## config.mk

```make
export PLATFORM = sky130hd
export DESIGN_NAME = any1_dbus_align
export DESIGN_NICKNAME = d
export VERILOG_FILES = /design/src/rtl/any1_pkg.sv /design/src/rtl/any1_lane_shift.sv /design/src/rtl/any1_dbus_align.sv
export SDC_FILE = /design/constraint.sdc
export NUM_CORES = 1
export LEC_CHECK = 0
export CAP_MARGIN = 40
export CORE_MARGIN = 4
export CORE_UTILIZATION = 39
export DETAILED_ROUTE_END_ITERATION = 10
export GPL_TIMING_DRIVEN = 0
export SYNTH_ARGS = -nofsm -noshare
export SYNTH_HDL_FRONTEND = slang
export SYNTH_HIERARCHICAL = 1
export SYNTH_SLANG_ARGS = --single-unit
```

## constraint.sdc

```tcl
create_clock -name clk_i -period 18.75 [get_ports clk_i]
set_clock_uncertainty 0.2 [all_clocks]
set_input_delay 2.8125 -clock clk_i [delete_from_list [all_inputs] [get_ports clk_i]]
set_output_delay 2.8125 -clock clk_i [all_outputs]
set_load 0.03 [all_outputs]
```

## src/rtl/any1_pkg.sv

```systemverilog
// Shared ANY-1 types: data-bus sequencer states, timeout default, lane-mask helper.
package any1_pkg;

  typedef enum logic [2:0] {IDLE, P1, GAP, P2, DONE} DbusState;

  localparam int DBUS_TMO_DEFAULT = 8;

  // Expand a byte-lane select into a 64-bit bit mask.
  function automatic logic [63:0] lane_mask(input logic [7:0] sel);
    logic [63:0] m;
    for (int i = 0; i < 8; i++) m[i*8 +: 8] = {8{sel[i]}};
    return m;
  endfunction

endpackage

```

## src/rtl/any1_lane_shift.sv

```systemverilog
// Combinational byte-lane shifter: widens sel/dat to 16/128 bits and shifts left by ofs bytes.
module any1_lane_shift (
  input  logic [7:0]   sel,
  input  logic [63:0]  dat,
  input  logic [2:0]   ofs,
  output logic [15:0]  mask,
  output logic [127:0] data
);

  assign mask = {8'h00, sel} << ofs;
  assign data = {64'h0, dat} << {ofs, 3'b000};

endmodule

```

## src/rtl/any1_dbus_align.sv

```systemverilog
// ANY-1 data-bus sequencer: aligns byte lanes to the 64-bit bus and runs one or two
// locked Wishbone-classic cycles, returning right-aligned zero-extended load data.
module any1_dbus_align
  import any1_pkg::*;
#(
  parameter int AWID     = 32,
  parameter int TMO_BITS = DBUS_TMO_DEFAULT
) (
  input  logic            rst_i,
  input  logic            clk_i,
  input  logic            req_i,
  input  logic            we_i,
  input  logic [AWID-1:0] adr_i,
  input  logic [7:0]      sel_i,
  input  logic [63:0]     dat_i,
  output logic            rdy_o,
  output logic            done_o,
  output logic            err_o,
  output logic [63:0]     res_o,
  output logic            cyc_o,
  output logic            stb_o,
  output logic            we_o,
  output logic [7:0]      sel_o,
  output logic [AWID-1:0] adr_o,
  output logic [63:0]     dat_o,
  input  logic            ack_i,
  input  logic            err_i,
  input  logic [63:0]     bdat_i
);

  localparam logic [TMO_BITS-1:0] TMO_LAST = TMO_BITS'((2**TMO_BITS) - 2);

  DbusState state, state_nxt;

  logic [2:0]          ofs_q;
  logic [7:0]          sel_q;
  logic [7:0]          sel2_q;
  logic [63:0]         dat2_q;
  logic                split_q;
  logic [TMO_BITS-1:0] tmo_cnt;

  logic [7:0]   sh_sel;
  logic [63:0]  sh_dat;
  logic [2:0]   sh_ofs;
  logic [15:0]  sh_mask;
  logic [127:0] sh_data;

  logic        in_bus;
  logic        tmo_hit;
  logic        fail;
  logic [63:0] w1_term;

  // One shifter serves both directions: in IDLE it positions store data and
  // lanes; during bus phases a left shift by (8-ofs) bytes reassembles the
  // load word, upper half being w1>>8*ofs and lower half w2<<(64-8*ofs).
  always_comb begin
    sh_sel = sel_q;
    sh_dat = bdat_i;
    sh_ofs = 3'd0 - ofs_q;
    if (state == IDLE) begin
      sh_sel = sel_i;
      sh_dat = dat_i;
      sh_ofs = adr_i[2:0];
    end
  end

  any1_lane_shift u_shift (
    .sel  (sh_sel),
    .dat  (sh_dat),
    .ofs  (sh_ofs),
    .mask (sh_mask),
    .data (sh_data)
  );

  assign in_bus  = (state == P1) || (state == P2);
  assign tmo_hit = in_bus && !ack_i && (tmo_cnt == TMO_LAST);
  assign fail    = in_bus && (err_i || tmo_hit);
  assign w1_term = (ofs_q == 3'd0) ? sh_data[63:0] : sh_data[127:64];

  always_ff @(posedge clk_i or posedge rst_i) begin
    if (rst_i) state <= IDLE;
    else       state <= state_nxt;
  end

  always_comb begin
    state_nxt = state;
    case (state)
      IDLE: if (req_i) state_nxt = (sel_i == 8'h00) ? DONE : P1;
      P1: begin
        if (fail)       state_nxt = DONE;
        else if (ack_i) state_nxt = split_q ? GAP : DONE;
      end
      GAP:  state_nxt = P2;
      P2:   if (fail || ack_i) state_nxt = DONE;
      DONE: state_nxt = IDLE;
      default: state_nxt = IDLE;
    endcase
  end

  always_comb begin
    rdy_o  = (state == IDLE);
    cyc_o  = (state == P1) || (state == GAP) || (state == P2);
    stb_o  = in_bus;
    done_o = (state == DONE);
  end

  always_ff @(posedge clk_i or posedge rst_i) begin
    if (rst_i) begin
      ofs_q   <= '0;
      sel_q   <= '0;
      sel2_q  <= '0;
      dat2_q  <= '0;
      split_q <= 1'b0;
      tmo_cnt <= '0;
      we_o    <= 1'b0;
      sel_o   <= '0;
      adr_o   <= '0;
      dat_o   <= '0;
      err_o   <= 1'b0;
      res_o   <= '0;
    end else begin
      case (state)
        IDLE: if (req_i) begin
          ofs_q   <= adr_i[2:0];
          sel_q   <= sel_i;
          sel2_q  <= sh_mask[15:8];
          split_q <= |sh_mask[15:8];
          dat2_q  <= sh_data[127:64];
          adr_o   <= {adr_i[AWID-1:3], 3'b000};
          sel_o   <= sh_mask[7:0];
          dat_o   <= sh_data[63:0];
          we_o    <= we_i;
          err_o   <= 1'b0;
          res_o   <= '0;
          tmo_cnt <= '0;
        end
        P1, P2: begin
          if (fail) begin
            err_o <= 1'b1;
            res_o <= '0;
          end else if (ack_i) begin
            if (state == P1) res_o <= w1_term & lane_mask(sel_q);
            else             res_o <= (res_o | sh_data[63:0]) & lane_mask(sel_q);
          end else begin
            tmo_cnt <= tmo_cnt + 1'b1;
          end
        end
        GAP: begin
          adr_o   <= adr_o + AWID'(8);
          sel_o   <= sel2_q;
          dat_o   <= dat2_q;
          tmo_cnt <= '0;
        end
        default: ;
      endcase
    end
  end

endmodule
```

* Word level (Yosys, flattened, before mapping) *
Index checks and enable logic that the tools add are counted.

cells by class
  add/sub/neg operators = 3
  multipliers = 0
  div/mod/pow operators = 0
  $lt $le $gt $ge = 0
  equality and inequality tests = 12
  shifts and indexed selects = 2
  mux-type cells = 29
  bitwise operators = 3
  reductions and logical operators = 23

operators by type and width
  operator                                                          count
  64-bit two-way mux                                                7
  64-bit case mux with 2 select lines                               2
  64-bit AND                                                        2
  64-bit by 6-bit << shifter with 128-bit output                    1
  64-bit bitwise OR                                                 1
  32-bit case mux with 2 select lines                               1
  8-bit two-way mux                                                 5
  32-bit by 4-bit adder with 32-bit output (second input constant)  1
  32-bit two-way mux                                                1
  8-bit case mux with 3 select lines                                1
  3-bit two-way mux                                                 7
  8-bit case mux with 2 select lines                                1
  8-bit by 3-bit << shifter with 16-bit output                      1
  3-bit case mux with 4 select lines                                1
  2-bit != test (second input constant)                             5
  3-bit AND reduction                                               3
  8-bit by 1-bit adder with 8-bit output (second input constant)    1
  8-bit == test (second input constant)                             1
  8-bit zero test                                                   1
  8-bit OR reduction                                                1
  3-bit by 2-bit == test with 1-bit output (second input constant)  2
  3-bit zero test                                                   2
  3-bit != test (second input constant)                             2
  1-bit logical OR                                                  5
  other kinds (12)                                                  17

word-level totals
  register bits = 265
  latch bits = 0
  bits in writable memories = 0
  ROM bits = 0
  input bits = 174
  output and inout bits = 174
  word-level logic and storage cells = 85
  memories kept = 0

* Longest topological paths before layout *
  depth in word-level cells = 9
  mapped depth = 15
  depth with buffers taken out = 11

* By module *
The synthesis kept the hierarchy.

modules (own cells, without submodules)
  module           instances  cells each  area each (um^2)  seq. area each (um^2)
  any1_dbus_align  1          1421        12824.8           6556.3
  any1_lane_shift  1          398         2836.5            0.0

* Worst setup path after synthesis *
No wires, ideal clock.

  path kind = in2reg
  start = input adr_i[1]
  end = register split_q
  setup time = 118 ps
  arrival time = 4452 ps
  data required time = 18432 ps
  slack = 13979 ps
  cell stages on the path = 9
  buffers on the path = 2
  cells stage by stage = mux2_2 > buf_6 > buf_8 > mux2_2 > a22oi_1 > a222oi_1 > nor4_1 > a21oi_1 > a21o_1

between the ends
  cells in the longest elaborated chain, start to end = 3

ends and longest elaborated chain
  item                                          line                    RTL
  start, declared                               any1_dbus_align.sv:13   input logic [AWID-1:0] adr_i,
  3-bit two-way mux                             any1_dbus_align.sv:60   if (state == IDLE) begin
  8-bit by 3-bit << shifter with 16-bit output  any1_lane_shift.sv:10   assign mask = {8'h00, sel} << ofs;
  net sh_mask[8]                                any1_dbus_align.sv:45   logic [15:0] sh_mask;
  8-bit OR reduction                            any1_dbus_align.sv:127  split_q <= |sh_mask[15:8];
  end signal, assigned                          any1_dbus_align.sv:127
  end, declared                                 any1_dbus_align.sv:39   logic split_q;

The timed path passes the listed nets, and every way through them passes these cells.
A chain may end at the register's enable or synchronous reset.

* Worst setup path in the final report *
  start = register state[1]
  end = output rdy_o

between the ends
  cells in the longest elaborated chain, start to end = 1

ends and longest elaborated chain
  item                    line                    RTL
  start, declared         any1_dbus_align.sv:33   DbusState state, state_nxt;
  start signal, assigned  any1_dbus_align.sv:82   else state <= state_nxt;
  3-bit zero test         any1_dbus_align.sv:101  rdy_o = (state == IDLE);
  end, declared           any1_dbus_align.sv:16   output logic rdy_o,

Every way passes these cells.

==> impl_metrics.env <==
export IMPL_first_pass_iters=9
export IMPL_fin_crit_ns=6.59
export IMPL_status="finished, final reports clean"
export IMPL_crit_end="rdy_o"
export IMPL_dieHeight_um=208
export IMPL_core_um2=39700
export IMPL_ys_warn_count=6
export IMPL_cts_buffers=30
export IMPL_syn_to_final_growth_pct=34.6
export IMPL_insertion_delay_ns=0.61
export IMPL_start_util_pct=39.4
export IMPL_clk_pin_slew_worst_paths_ns=0.06
export IMPL_hp_class="flop to flop"
export IMPL_r2r_start="state[1]"
export IMPL_synth_seq_area_share_pct=41.9
export IMPL_rsz0062_at_grt="false"
export IMPL_cts_tree="yes"
export IMPL_placement_cell_area_um2=20000
export IMPL_hold_viol_final=0
export IMPL_cp_required_ns=15.74
export IMPL_layout_drive_gt1_share_pct=11.0
export IMPL_ctsRootBufferMaster="clkbuf_16"
export IMPL_postSynthCellCount=1819
export IMPL_cts_resized=0
export IMPL_fillers=3784
export IMPL_setup_viol=0
export IMPL_antenna_found_initial=0
export IMPL_worst_pin_slew_ns=0.955
export IMPL_first_iter_violations=1537
export IMPL_reg2reg_slack_ns=13.54
export IMPL_cp_start_kind="flop"
export IMPL_htree_num_levels=1
export IMPL_rows=73
export IMPL_clockBufferDepth=3
export IMPL_nets=2399
export IMPL_ys_async_sr_fraction_pct=100
export IMPL_finish_utilization_pct=53.1
export IMPL_grt_overflow_total=0
export IMPL_synth_edf_count=0
export IMPL_final_cell_mix="nand2_1 (413), clkdlybuf4s50_1 (343), nor2_1 (264)"
export IMPL_gp_congestion=1.03
export IMPL_syn_area_um2=15700
export IMPL_fin_setup_tns_ns=0
export IMPL_grt_max_degree=101
export IMPL_finalMaxSlewViolations=0
export IMPL_num_vias=16400
export IMPL_slew_headroom_pct=36.4
export IMPL_cts_hold_buf=0
export IMPL_synth_main_ff_cell="dfrtp_1"
export IMPL_finalCritPeriodShare_pct=35.1
export IMPL_synthDistinctLibCells=71
export IMPL_antenna_left=0
export IMPL_critPathArrivalTime_ns=3.57
export IMPL_dpl_hpwl_um=60600
export IMPL_r2r_cells=12
export IMPL_io_pins=348
export IMPL_worstSetupPathType="flop to output port"
export IMPL_crit_path_end_kind="output port"
export IMPL_antenna_cells=0
export IMPL_vias_per_cell=5.94
export IMPL_grt_pass1_wl_um=110000
export IMPL_final_common_cell="nand2_1"
export IMPL_worstPathMaxFanout=10
export IMPL_timing_fmax_ghz=0.152
export IMPL_holdWs_ns=0.276
export IMPL_synth_seq_cells=262
export IMPL_io_buffers=343
export IMPL_drc=0
export IMPL_chipWidth_um=208
export IMPL_max_cap_violations=0
export IMPL_post_drt_wl_per_cell_um=27.3
export IMPL_grt_pass1_vias=16100
export IMPL_reg2reg_to="res_o[58]"
export IMPL_postSynthAreaPerCell_um2=8.61
export IMPL_post_cts_setup_buffers=0
export IMPL_numClockSinks=262
export IMPL_grt_use_total_pct=33.4
export IMPL_dieArea_um2=43400
export IMPL_design_area_um2=21100
export IMPL_routed_wl_um=75700
export IMPL_startpoint="state[1]"
-- cells in the mapped netlist, types with 6 or more instances --
cell type / n / share of area, %
a211oi_1: 44 / 2.1
a21oi_1: 22 / 0.70
a221oi_1: 7 / 0.39
a222oi_1: 7 / 0.45
a22oi_1: 14 / 0.67
a2bb2oi_1: 6 / 0.34
a31o_1: 6 / 0.34
a31oi_1: 7 / 0.28
and2_1: 6 / 0.24
and3_1: 37 / 1.5
and4_1: 6 / 0.34
buf_1: 16 / 0.38
buf_2: 16 / 0.51
buf_4: 19 / 0.91
clkbuf_1: 94 / 2.3
dfrtp_1: 262 / 42
inv_1: 13 / 0.31
mux2_2: 111 / 8.0
mux2i_1: 59 / 3.8
nand2_1: 413 / 9.9
nand2b_1: 7 / 0.28
nand3_1: 27 / 0.86
nor2_1: 264 / 6.3
nor2b_1: 16 / 0.64
nor3_1: 19 / 0.61
nor4_1: 11 / 0.44
o211ai_1: 14 / 0.67
o21a_1: 27 / 1.3
o21ai_0: 15 / 0.48
o221ai_1: 33 / 1.8
o22a_1: 6 / 0.34
o22ai_1: 98 / 3.9
o41ai_1: 30 / 1.7
xnor2_1: 9 / 0.50
-- layer usage --
metal,share of wire (%),vias to the layer above,GRT usage [%]
li1,-,7270,-
met1,42,8122,46.3
met2,45,915,52.4
met3,8.9,137,6.36
met4,4.3,0,12.3
met5,0,-,0
-- layout make-up --
type | count | area (um^2) | share of cell area (%)
Clock buffer | 34 | 786 | 3.73
Sequential cell | 262 | 6560 | 31.1
Multi-Input combinational cell | 1399 | 8340 | 39.6
Timing Repair Buffer | 359 | 3650 | 17.3
Buffer | 155 | 752 | 3.57
Clock inverter | 22 | 279 | 1.32
Inverter | 13 | 56.3 | 0.267
Tap cell | 525 | 657 | 3.12
-- cells by family after synthesis --
family          share of synthesized area [%]
xor+xnor                                0.559
buf+inv                                  5.11
flops                                    41.9
compound gates                           17.2
other cells                            0.0480
simple gates                             22.3
mux                                      12.6
fa+ha+maj                               0.399
-- stage by stage --
stage	setup slack, ns	cells
2_1_floorplan	8.53	1829
3_3_place_gp	4.85	2697
3_5_place_dp	12.58	2713
4_1_cts	12.15	2769
5_1_grt	12.01	2769
6_report	12.16	2769
-- sequential cells by signal (all words and copies together), names as in the netlist, 3 cells and up --
register,cells
adr_o,29
dat2_q,64
dat_o,64
ofs_q,3
res_o,64
sel2_q,8
sel_o,8
sel_q,8
state,3
tmo_cnt,8
-- how the worst min path moves through the flow --
stage | cells past startpoint | end | from | slack [ns]
2_1_floorplan | 2 | dat2_q[9] | dat2_q[9] | 0.25
3_3_place_gp | 2 | dat2_q[50] | dat2_q[50] | 0.26
3_5_place_dp | 2 | dat2_q[54] | dat2_q[54] | 0.26
4_1_cts | 2 | dat2_q[50] | dat2_q[50] | 0.28
5_1_grt | 2 | sel2_q[2] | sel2_q[2] | 0.29
6_report | 2 | dat2_q[54] | dat2_q[54] | 0.28
-- critical path: stages, from the launching register on --
cell and delay, ns:
dfrtp_1 0.37, buf_6 0.14, nor3_2 0.47, clkbuf_1 0.55, buf_1 0.62, clkdlybuf4s50_1 0.81
Power is left out: the tool's default activity adds up to more than one toggle a clock period on the data nets, which glitch-free logic cannot reach.
